===== config.mk =====
export PLATFORM = sky130hd
export DESIGN_NAME = sn_popcount_pipe_flat
export DESIGN_NICKNAME = d
export VERILOG_FILES = /design/src/rtl/sn_popcount_pipe_if.sv /design/src/rtl/sn_popcount_pipe.sv /design/src/flat_wrapper.sv
export SDC_FILE = /design/constraint.sdc
export NUM_CORES = 1
export LEC_CHECK = 0
export BUFFER_PORTS_ARGS = -buffer_cell sky130_fd_sc_hd__buf_2
export CORE_UTILIZATION = 35
export DETAILED_ROUTE_END_ITERATION = 10
export GPL_ROUTABILITY_DRIVEN = 0
export GPL_TIMING_DRIVEN = 0
export PLACE_DENSITY = 0.54
export SYNTH_ARGS = -nofsm -noshare
export SYNTH_HDL_FRONTEND = slang
export SYNTH_SLANG_ARGS = --single-unit
export TNS_END_PERCENT = 5

===== constraint.sdc =====
create_clock -name clk -period 5 [get_ports clk]
set_input_delay 0.25 -clock clk [delete_from_list [all_inputs] [get_ports clk]]
set_output_delay 0.25 -clock clk [all_outputs]
set_load 0.05 [all_outputs]

===== src/rtl/sn_popcount_pipe_if.sv =====
// Stream interface for sn_popcount_pipe: input beats with frame flags and a count/sum result.
// Defining SNC_THERM_OUT_EN adds the sorted thermometer output signal.
interface sn_popcount_pipe_if #(
  parameter int N_IN  = 15,
  parameter int ACC_W = 16
);
  logic [N_IN-1:0]  in_data;
  logic             in_valid;
  logic             in_ready;
  logic             in_acc;
  logic             in_last;
  logic [ACC_W-1:0] out_cnt;
  logic             out_valid;
  logic             out_ready;
  logic             out_sat;
`ifdef SNC_THERM_OUT_EN
  logic [N_IN-1:0]  out_therm;
`endif

  modport master (
    output in_data, in_valid, in_acc, in_last, out_ready,
    input  in_ready, out_cnt, out_valid, out_sat
`ifdef SNC_THERM_OUT_EN
    , input out_therm
`endif
  );

  modport slave (
    input  in_data, in_valid, in_acc, in_last, out_ready,
    output in_ready, out_cnt, out_valid, out_sat
`ifdef SNC_THERM_OUT_EN
    , output out_therm
`endif
  );
endinterface


===== src/rtl/sn_popcount_pipe.sv =====
// Pipelined population counter: odd-even merge bit-sorting network, thermometer decode, frame accumulator.
// Optional macro SNC_THERM_OUT_EN registers and exports the sorted thermometer of pass-through beats.
module sn_popcount_pipe #(
  parameter int N_IN        = 15,
  parameter int ACC_W       = 16,
  parameter int PIPE_STAGES = 2
) (
  input logic               clk,
  input logic               rst_n,
  sn_popcount_pipe_if.slave bus
);
  localparam int CNT_W    = $clog2(N_IN + 1);
  localparam int LG       = $clog2(N_IN);
  localparam int P        = 1 << LG;
  localparam int N_LAYERS = LG * (LG + 1) / 2;
  localparam logic [ACC_W-1:0] ACC_MAX = '1;

  typedef enum logic {IDLE, ACC} state_t;

  // Network is built on the next power of two; zero padding sinks to the bottom.
  function automatic logic [P-1:0] sort_layers(input logic [P-1:0] v, input int first, input int last);
    logic [P-1:0] r;
    logic a, b;
    int layer;
    r = v;
    layer = 0;
    for (int p = 1; p < P; p = p * 2) begin
      for (int k = p; k >= 1; k = k / 2) begin
        if (layer >= first && layer < last) begin
          for (int j = k % p; j < P - k; j = j + 2 * k) begin
            for (int i = 0; i < k; i++) begin
              if ((i + j + k < P) && ((i + j) / (2 * p) == (i + j + k) / (2 * p))) begin
                a = r[i + j];
                b = r[i + j + k];
                r[i + j + k] = a | b;
                r[i + j]     = a & b;
              end
            end
          end
        end
        layer++;
      end
    end
    return r;
  endfunction

  function automatic int layer_lo(input int s);
    return s * N_LAYERS / PIPE_STAGES;
  endfunction

  logic             advance;
  logic [P-1:0]     in_vec;
  logic [P-1:0]     fin_vec;
  logic             fin_valid, fin_acc, fin_last;
  logic [CNT_W-1:0] cnt;
  logic [ACC_W:0]   sum;
  logic [ACC_W-1:0] acc_next;
  logic             sum_ovf;

  state_t           state;
  logic [ACC_W-1:0] acc_sum_q;
  logic             sat_q;
  logic [ACC_W-1:0] out_cnt_q;
  logic             out_valid_q;
  logic             out_sat_q;
`ifdef SNC_THERM_OUT_EN
  logic [N_IN-1:0]  therm_q;
`endif

  assign advance = !out_valid_q || bus.out_ready;
  assign in_vec  = P'(bus.in_data);

  generate
    if (PIPE_STAGES == 1) begin : g_single
      assign fin_vec   = sort_layers(in_vec, 0, N_LAYERS);
      assign fin_valid = bus.in_valid;
      assign fin_acc   = bus.in_acc;
      assign fin_last  = bus.in_last;
    end else begin : g_pipe
      localparam int NR = PIPE_STAGES - 1;
      logic [P-1:0] vec_q   [NR];
      logic         valid_q [NR];
      logic         acc_q   [NR];
      logic         last_q  [NR];

      // Intermediate sorter stages; the whole pipe freezes when the output is blocked.
      always_ff @(posedge clk or negedge rst_n) begin
        if (!rst_n) begin
          for (int s = 0; s < NR; s++) begin
            vec_q[s]   <= '0;
            valid_q[s] <= 1'b0;
            acc_q[s]   <= 1'b0;
            last_q[s]  <= 1'b0;
          end
        end else if (advance) begin
          vec_q[0]   <= sort_layers(in_vec, layer_lo(0), layer_lo(1));
          valid_q[0] <= bus.in_valid;
          acc_q[0]   <= bus.in_acc;
          last_q[0]  <= bus.in_last;
          for (int s = 1; s < NR; s++) begin
            vec_q[s]   <= sort_layers(vec_q[s-1], layer_lo(s), layer_lo(s + 1));
            valid_q[s] <= valid_q[s-1];
            acc_q[s]   <= acc_q[s-1];
            last_q[s]  <= last_q[s-1];
          end
        end
      end

      assign fin_vec   = sort_layers(vec_q[NR-1], layer_lo(NR), N_LAYERS);
      assign fin_valid = valid_q[NR-1];
      assign fin_acc   = acc_q[NR-1];
      assign fin_last  = last_q[NR-1];
    end
  endgenerate

  // The lowest set position of the sorted vector gives the count as P minus its index.
  always_comb begin
    cnt = '0;
    for (int k = P - 1; k >= 0; k--) begin
      if (fin_vec[k]) cnt = CNT_W'(P - k);
    end
  end

  assign sum      = {1'b0, acc_sum_q} + (ACC_W + 1)'(cnt);
  assign sum_ovf  = sum[ACC_W];
  assign acc_next = sum_ovf ? ACC_MAX : sum[ACC_W-1:0];

  always_ff @(posedge clk or negedge rst_n) begin
    if (!rst_n) begin
      state       <= IDLE;
      acc_sum_q   <= '0;
      sat_q       <= 1'b0;
      out_cnt_q   <= '0;
      out_valid_q <= 1'b0;
      out_sat_q   <= 1'b0;
`ifdef SNC_THERM_OUT_EN
      therm_q     <= '0;
`endif
    end else if (advance) begin
      out_valid_q <= 1'b0;
      if (fin_valid) begin
        case (state)
          IDLE: begin
            if (!fin_acc || fin_last) begin
              out_valid_q <= 1'b1;
              out_cnt_q   <= ACC_W'(cnt);
              out_sat_q   <= 1'b0;
`ifdef SNC_THERM_OUT_EN
              therm_q     <= fin_acc ? '0 : fin_vec[P-1 -: N_IN];
`endif
            end else begin
              acc_sum_q <= ACC_W'(cnt);
              sat_q     <= 1'b0;
              state     <= ACC;
            end
          end
          ACC: begin
            if (fin_last) begin
              out_valid_q <= 1'b1;
              out_cnt_q   <= acc_next;
              out_sat_q   <= sat_q | sum_ovf;
`ifdef SNC_THERM_OUT_EN
              therm_q     <= '0;
`endif
              acc_sum_q   <= '0;
              sat_q       <= 1'b0;
              state       <= IDLE;
            end else begin
              acc_sum_q <= acc_next;
              sat_q     <= sat_q | sum_ovf;
            end
          end
          default: state <= IDLE;
        endcase
      end
    end
  end

  assign bus.in_ready  = advance;
  assign bus.out_cnt   = out_cnt_q;
  assign bus.out_valid = out_valid_q;
  assign bus.out_sat   = out_sat_q;
`ifdef SNC_THERM_OUT_EN
  assign bus.out_therm = therm_q;
`endif

endmodule


===== src/flat_wrapper.sv =====
// flat-port wrapper written by rule: the top's interface ports become plain ports
module sn_popcount_pipe_flat 
#(
  parameter int N_IN        = 15,
  parameter int ACC_W       = 16,
  parameter int PIPE_STAGES = 2
)
  (clk, rst_n, bus_in_data, bus_in_valid, bus_in_acc, bus_in_last, bus_out_ready, bus_in_ready, bus_out_cnt, bus_out_valid, bus_out_sat);
  sn_popcount_pipe_if #(.N_IN(N_IN), .ACC_W(ACC_W)) bus_i ();
  input logic clk;
  input logic rst_n;
  input wire logic [$bits(bus_i.in_data)-1:0] bus_in_data;
  input wire logic [$bits(bus_i.in_valid)-1:0] bus_in_valid;
  input wire logic [$bits(bus_i.in_acc)-1:0] bus_in_acc;
  input wire logic [$bits(bus_i.in_last)-1:0] bus_in_last;
  input wire logic [$bits(bus_i.out_ready)-1:0] bus_out_ready;
  output wire logic [$bits(bus_i.in_ready)-1:0] bus_in_ready;
  output wire logic [$bits(bus_i.out_cnt)-1:0] bus_out_cnt;
  output wire logic [$bits(bus_i.out_valid)-1:0] bus_out_valid;
  output wire logic [$bits(bus_i.out_sat)-1:0] bus_out_sat;
  assign bus_i.in_data = bus_in_data;
  assign bus_i.in_valid = bus_in_valid;
  assign bus_i.in_acc = bus_in_acc;
  assign bus_i.in_last = bus_in_last;
  assign bus_i.out_ready = bus_out_ready;
  assign bus_in_ready = bus_i.in_ready;
  assign bus_out_cnt = bus_i.out_cnt;
  assign bus_out_valid = bus_i.out_valid;
  assign bus_out_sat = bus_i.out_sat;
  sn_popcount_pipe #(.N_IN(N_IN), .ACC_W(ACC_W), .PIPE_STAGES(PIPE_STAGES)) u_core (.clk(clk), .rst_n(rst_n), .bus(bus_i));
endmodule

---- Word level (Yosys, flattened, before mapping) ----
Cells that the tools add are included.
operators by class
  add/sub/neg operators ................... 1
  bitwise logic cells ..................... 126
  eq/ne operators ......................... 3
  mux-type cells .......................... 43
  reductions and logical operators ........ 7
operator list
  cell                count
  $mux 16             8
  $pmux 16 s2         2
  $or 1x1->1          63
  $and 1x1->1         62
  $mux 4              9
  $add 16x4->17       1
  $mux 2              6
  $mux 3              4
  $mux 1              10
  $pmux 1 s2          4
  $ne 2x2->1 const B  2
  $reduce_and 4->1    1
  $reduce_and 3->1    1
  $logic_not 1->1     2
  $logic_or 1x1->1    2
  $ne 2x1->1 const B  1
  $reduce_and 2->1    1
  $not 1->1           1
word-level totals
  word-level logic and storage cells ...... 190
  output and inout port bits .............. 19
  register bits ........................... 55
  bits of input ports ..................... 21

---- Longest topological paths before layout ----
  depth after elaboration ................. 24
  gate-level depth with buffers ........... 17
  gate-level depth less buffers ........... 15

---- Worst setup path before layout ----
No wires, ideal clock.
  path type ............................... register to register
  start ................................... register u_core.g_pipe.vec_q[4] in the netlist's numbering
  end ..................................... register u_core.acc_sum_q[0]
  setup time .............................. 140 ps
  path slack .............................. 1416 ps
  required time ........................... 4860 ps
  buffers on the path ..................... 1
  data arrival time ....................... 3444 ps
  clock period less this slack ............ 3584 ps
  stages on the path, launching flop included .. 16
  cell sequence ........................... dfrtp_1 or4_1 clkbuf_1 and3b_1 or3_1 a311oi_2 inv_1 ha_1 inv_1 fa_1 nor2b_1 o21ai_0 a211oi_1 or2_2 a211oi_1 a221oi_1
between the ends
  cells in the longest elaborated chain, start to end .. 24
  elaborated cells on any way between the ends .. 56
  those cells by class .................... add/sub: 1; mux: 19; bitwise: 36
ends and longest elaborated chain
  element                          line                     text
  start, declared                  sn_popcount_pipe.sv:81   logic [P-1:0] vec_q [NR];
  start signal, assigned by index  sn_popcount_pipe.sv:101  vec_q[s] <= sort_layers(vec_q[s-1], layer_lo(s), layer_lo(s + 1));
  $and 1x1->1                      sn_popcount_pipe.sv:36   r[i + j] = a & b;
  $or 1x1->1 (4 in a row)          sn_popcount_pipe.sv:35   r[i + j + k] = a | b;
  $mux 2 (2 in a row)              sn_popcount_pipe.sv:120  if (fin_vec[k]) cnt = CNT_W'(P - k);
  $mux 3 (4 in a row)              sn_popcount_pipe.sv:120
  $mux 4 (7 in a row)              sn_popcount_pipe.sv:120
  $mux 4 (*) (2 in a row)          sn_popcount_pipe.sv:120
  $add 16x4->17                    sn_popcount_pipe.sv:124  assign sum = {1'b0, acc_sum_q} + (ACC_W + 1)'(cnt);
  $mux 16                          sn_popcount_pipe.sv:126  assign acc_next = sum_ovf ? ACC_MAX : sum[ACC_W-1:0];
  $mux 16                          sn_popcount_pipe.sv:158  if (fin_last) begin
  $pmux 16 s2 (*)                  sn_popcount_pipe.sv:142  case (state)
  end signal, assigned             sn_popcount_pipe.sv:152  acc_sum_q <= ACC_W'(cnt);
  end signal, assigned             sn_popcount_pipe.sv:169  acc_sum_q <= acc_next;
  end, declared                    sn_popcount_pipe.sv:61   logic [ACC_W-1:0] acc_sum_q;
Every way passes the cells marked *; elsewhere a longest branch is shown, timed or not. The select of a mux whose other input is x is not followed.
A chain may end at the register's enable or synchronous reset.

---- Worst setup path in the final report ----
  start ................................... register u_core.g_pipe.vec_q[3] in the netlist's numbering
  end ..................................... register u_core.out_cnt_q[2] (netlist: u_core.bus.out_cnt[2])
between the ends
  cells in the longest elaborated chain, start to end .. 24
  elaborated cells on any way between the ends .. 56
  those cells by class .................... add/sub: 1; mux: 19; bitwise: 36
ends and longest elaborated chain
  element                  line                     text
  $and 1x1->1              sn_popcount_pipe.sv:36
  $or 1x1->1 (4 in a row)  sn_popcount_pipe.sv:35
  $mux 2 (2 in a row)      sn_popcount_pipe.sv:120
  $mux 3 (4 in a row)      sn_popcount_pipe.sv:120
  $mux 4 (7 in a row)      sn_popcount_pipe.sv:120
  $mux 4 (*) (2 in a row)  sn_popcount_pipe.sv:120
  $add 16x4->17            sn_popcount_pipe.sv:124
  $mux 16                  sn_popcount_pipe.sv:126
  $mux 16                  sn_popcount_pipe.sv:158
  $pmux 16 s2 (*)          sn_popcount_pipe.sv:142
  end signal, assigned     sn_popcount_pipe.sv:146  out_cnt_q <= ACC_W'(cnt);
  end signal, assigned     sn_popcount_pipe.sv:160  out_cnt_q <= acc_next;
  end, declared            sn_popcount_pipe.sv:63   logic [ACC_W-1:0] out_cnt_q;
Marks and branches as above.

==> summary.md <==
| Metric | Value |
|---|---|
| Net Sw Power | `820.7 µW` |
| Clk slew on worst S/H paths | `0.10 ns` |
| XOR/XNOR share of the synthesized area | `0.01612` |
| Chip height | `98.50 µm` |
| Peak VDD IR | `184.4 µV` |
| Drt total wl | `8.333 mm` |
| Vias in the first global route | `2825` |
| CP startpoint kind | `flop` |
| Post-synth top area share | `0.4146` |
| Hold Crit Class | `input pin to asynchronous set/reset pin` |
| CTS Root Cell | `clkbuf_8` |
| First-pass GRT wire length | `14.05 mm` |
| Hold_buf cts | `0` |
| Final min period | `4.255 ns` |
| Reg power frac | `0.347` |
| Net Count, Synth | `415` |
| Antenna viol nets, final | `0` |
| Iteration-0 DRC Markers | `181` |
| Port Buffers | `39` |
| Synth area leader | `dfrtp_1` |
| Post-CTS setup buffers | `0` |
| Num Clock Sinks | `54` |
| Post-synthesis simple-gate area fraction | `0.2242` |
| Clk pwr share | `0.146` |
| RSZ-0062 raised after global routing | `false` |
| Global route overflow | `0` |
| Adder-Cell Fraction of Synth Area | `0.03378` |
| Layout cells sized above 1 | `0.1287` |
| Pleak | `1.567 nW` |
| Largest family of logic cells by synthesized area | `compound AO/OA/AOI/OAI gates` |
| Latest clock arrival within the worst-skew pair | `0.31 ns` |
| Critical path class | `flop to flop` |
| Worst endpoint required time | `5.18 ns` |
| Synth area leaders | `dfrtp_1 (41%), nand2_1 (7.1%), o21ai_0 (5.4%)` |
| EDFF count, synth | `0` |
| Sw Share | `0.4761` |
| Initial Utilization | `0.3684` |
| Final hold slack | `-0.02415 ns` |
| Placed cells | `536` |
| Cell Area, Synth | `3259 µm²` |
| Setup Skew | `0.01091 ns` |
| DRC viols | `0` |
| Non-Filler Instances | `543` |
| Outcome | `complete, but fails checks` |
| FFs w/ async S/R, synth | `1.000` |
| Util after Layout | `0.4153` |
| Antenna Cells | `0` |
| Post-CTS sizing | `0` |
| Die X | `98.50 µm` |
| CTS Buffer Depth | `2` |
| Area of the die | `9702 µm²` |
| Post-synth top flop | `dfrtp_1` |
| GRT Total Usage | `0.1836` |
| CTS HTree Levels | `2` |
| Fin crit share | `0.8509` |
| Achievable Freq | `0.2350 GHz` |
| Synthesized area per cell | `8.379 µm²` |
| Register area share after synthesis | `0.4146` |
| Max Slew Vio Count | `0` |
| CP arrival | `4.44 ns` |
| Netlist cell types | `62` |
| Comb pwr share | `0.507` |
| Initial antenna violation count | `0` |
| Via count | `3029` |
| Rel. slew slack | `0.4837` |
| Post-DP HPWL | `6.172 mm` |
| Pre-antenna DRT Iters | `6` |
| Most frequent cells in the layout | `nand2_1 (62), dfrtp_1 (54), buf_2 (40)` |
| Final #Nets | `461` |
| Post-route setup TNS | `0 ns` |
| Core ar. | `8848 µm²` |
| Tightest Pin Transition | `0.7664 ns` |
| Area growth from synthesis to layout | `12.74%` |
| TritonCTS clock tree | `built` |
| Ys Warns | `0` |
| Failing checks | `hold timing` |
| Mux contribution to synthesized area | `0.01267` |
| Number of max-capacitance violations reported | `0` |
| Final hold violations | `49` |
| CP max FO | `9` |
| CTS Buf Count | `5` |
| DR vias/cell | `5.578` |
| I/O pin cnt | `40` |
| R2R cell count | `15` |
| Crit end category | `flop` |
| Commonest non-fill, non-tap cell in the layout | `nand2_1` |
| # rows | `34` |
| Setup violations, final | `0` |
| Internal Power | `903.0 µW` |
| WL per Instance | `15.35 µm` |
| Pwr dens | `469.0 nW/µm²` |
| Post-Synthesis Cells | `389` |
| Compound-cell area share of the yosys netlist | `0.2618` |
| Flops & latches, synth | `54` |
| Largest net degree at the start of global routing | `55` |
[routing by layer]
layer	vias to the layer above	routed length [µm]	track usage	share of wire
met2	96	3407	0.2763	0.41
met3	7	369	0.02553	0.044
li1	1513	-	-	-
met4	0	96	0.04478	0.012
met5	-	0	0	0
met1	1413	4460	0.2774	0.54
[kinds of logic (layout without fill, tap and decap cells)]
family                     Yosys count  after routing
DFF                                 54             54
and+or+nand+nor                    154            154
buffers and inverters               31             77
muxes                                4              4
adders and majority gates            9              9
xor gates and xnor gates             6              6
AOI/OAI and AO/OA                  131            131
[flip-flops by register name (all words and copies together), names as in the netlist]
register,count
u_core.acc_sum_q,16
u_core.bus.out_cnt,16
u_core.g_pipe.vec_q,15
u_core.bus.out_sat,1
u_core.bus.out_valid,1
u_core.fin_acc,1
u_core.fin_last,1
u_core.fin_valid,1
u_core.sat_q,1
u_core.state,1
[through the flow]
stage | hold WS (ns) | power [mW] | area (µm²) | setup WS (ns)
finish | -0.02415 | 1.724 | 3675 | 0.7454
global route | 0.04183 | 1.864 | 3675 | 0.3915
CTS | 0.1226 | 1.734 | 3672 | 0.7441
detailed placement | 0.4580 | 1.475 | 3590 | 0.7913
global placement | 0.4500 | 1.469 | 3590 | 0.7915
floorplan | -0.04559 | 1.243 | 3259 | 1.416
[synthesized netlist by cell type (5+ instances only)]
master / count
nor2_1: 35
o211ai_1: 7
a31oi_1: 7
o31ai_1: 8
nand4_1: 5
nor2b_1: 8
o22ai_1: 5
inv_1: 15
a21oi_1: 25
dfrtp_1: 54
nor3_1: 8
o21ai_0: 35
nand3_1: 10
a211oi_1: 6
clkbuf_1: 13
nand2_1: 62
[area by class of cell]
class | instances | area, µm²
clock buffers | 5 | 68.82
multi-input cells | 304 | 1788
well taps | 108 | 135.1
inverters | 15 | 56.30
plain buffers | 16 | 63.81
fillers | 949 | 5174
repair buffers | 39 | 197.7
flip-flops and latches | 54 | 1351
clock inverters | 2 | 13.76
[path summary, 6_finish.rpt]
check / slack (ns) / end / from
setup / recovery: 0.75 / u_core.bus.out_cnt[2] / u_core.g_pipe.vec_q[3]
hold / removal: -0.02 / u_core.g_pipe.vec_q[2] / rst_n
setup reg to reg: 0.75 / u_core.bus.out_cnt[2] / u_core.g_pipe.vec_q[3]
hold reg to reg: 0.47 / u_core.bus.out_cnt[11] / u_core.bus.out_cnt[11]
max in group asynchronous: 4.56 / u_core.bus.out_cnt[2] / rst_n
min in group clk: 0.13 / u_core.fin_last / bus_in_last
[power by group through the flow]
stage	logic, mW	registers [mW]	clock network [mW]
finish	0.875	0.598	0.251
global route	0.972	0.613	0.278
floorplan	0.520	0.723	0
global placement	0.866	0.602	0
detailed placement	0.869	0.606	0
CTS	0.874	0.597	0.263
[worst max-delay path, cell delays in order, from the launching register on]
cell and delay, ns:
dfrtp_1 0.45, a222oi_1 0.65, nor2_1 0.17, and3b_1 0.19, or3_1 0.32, a311oi_2 0.39, inv_1 0.08, ha_1 0.22
inv_1 0.08, fa_1 0.18, nor2b_1 0.07, o21ai_0 0.41, a211o_1 0.41, o21ai_0 0.18, a21oi_1 0.21, o21ai_0 0.09
No activity file was read; power rests on OpenSTA's default activity.
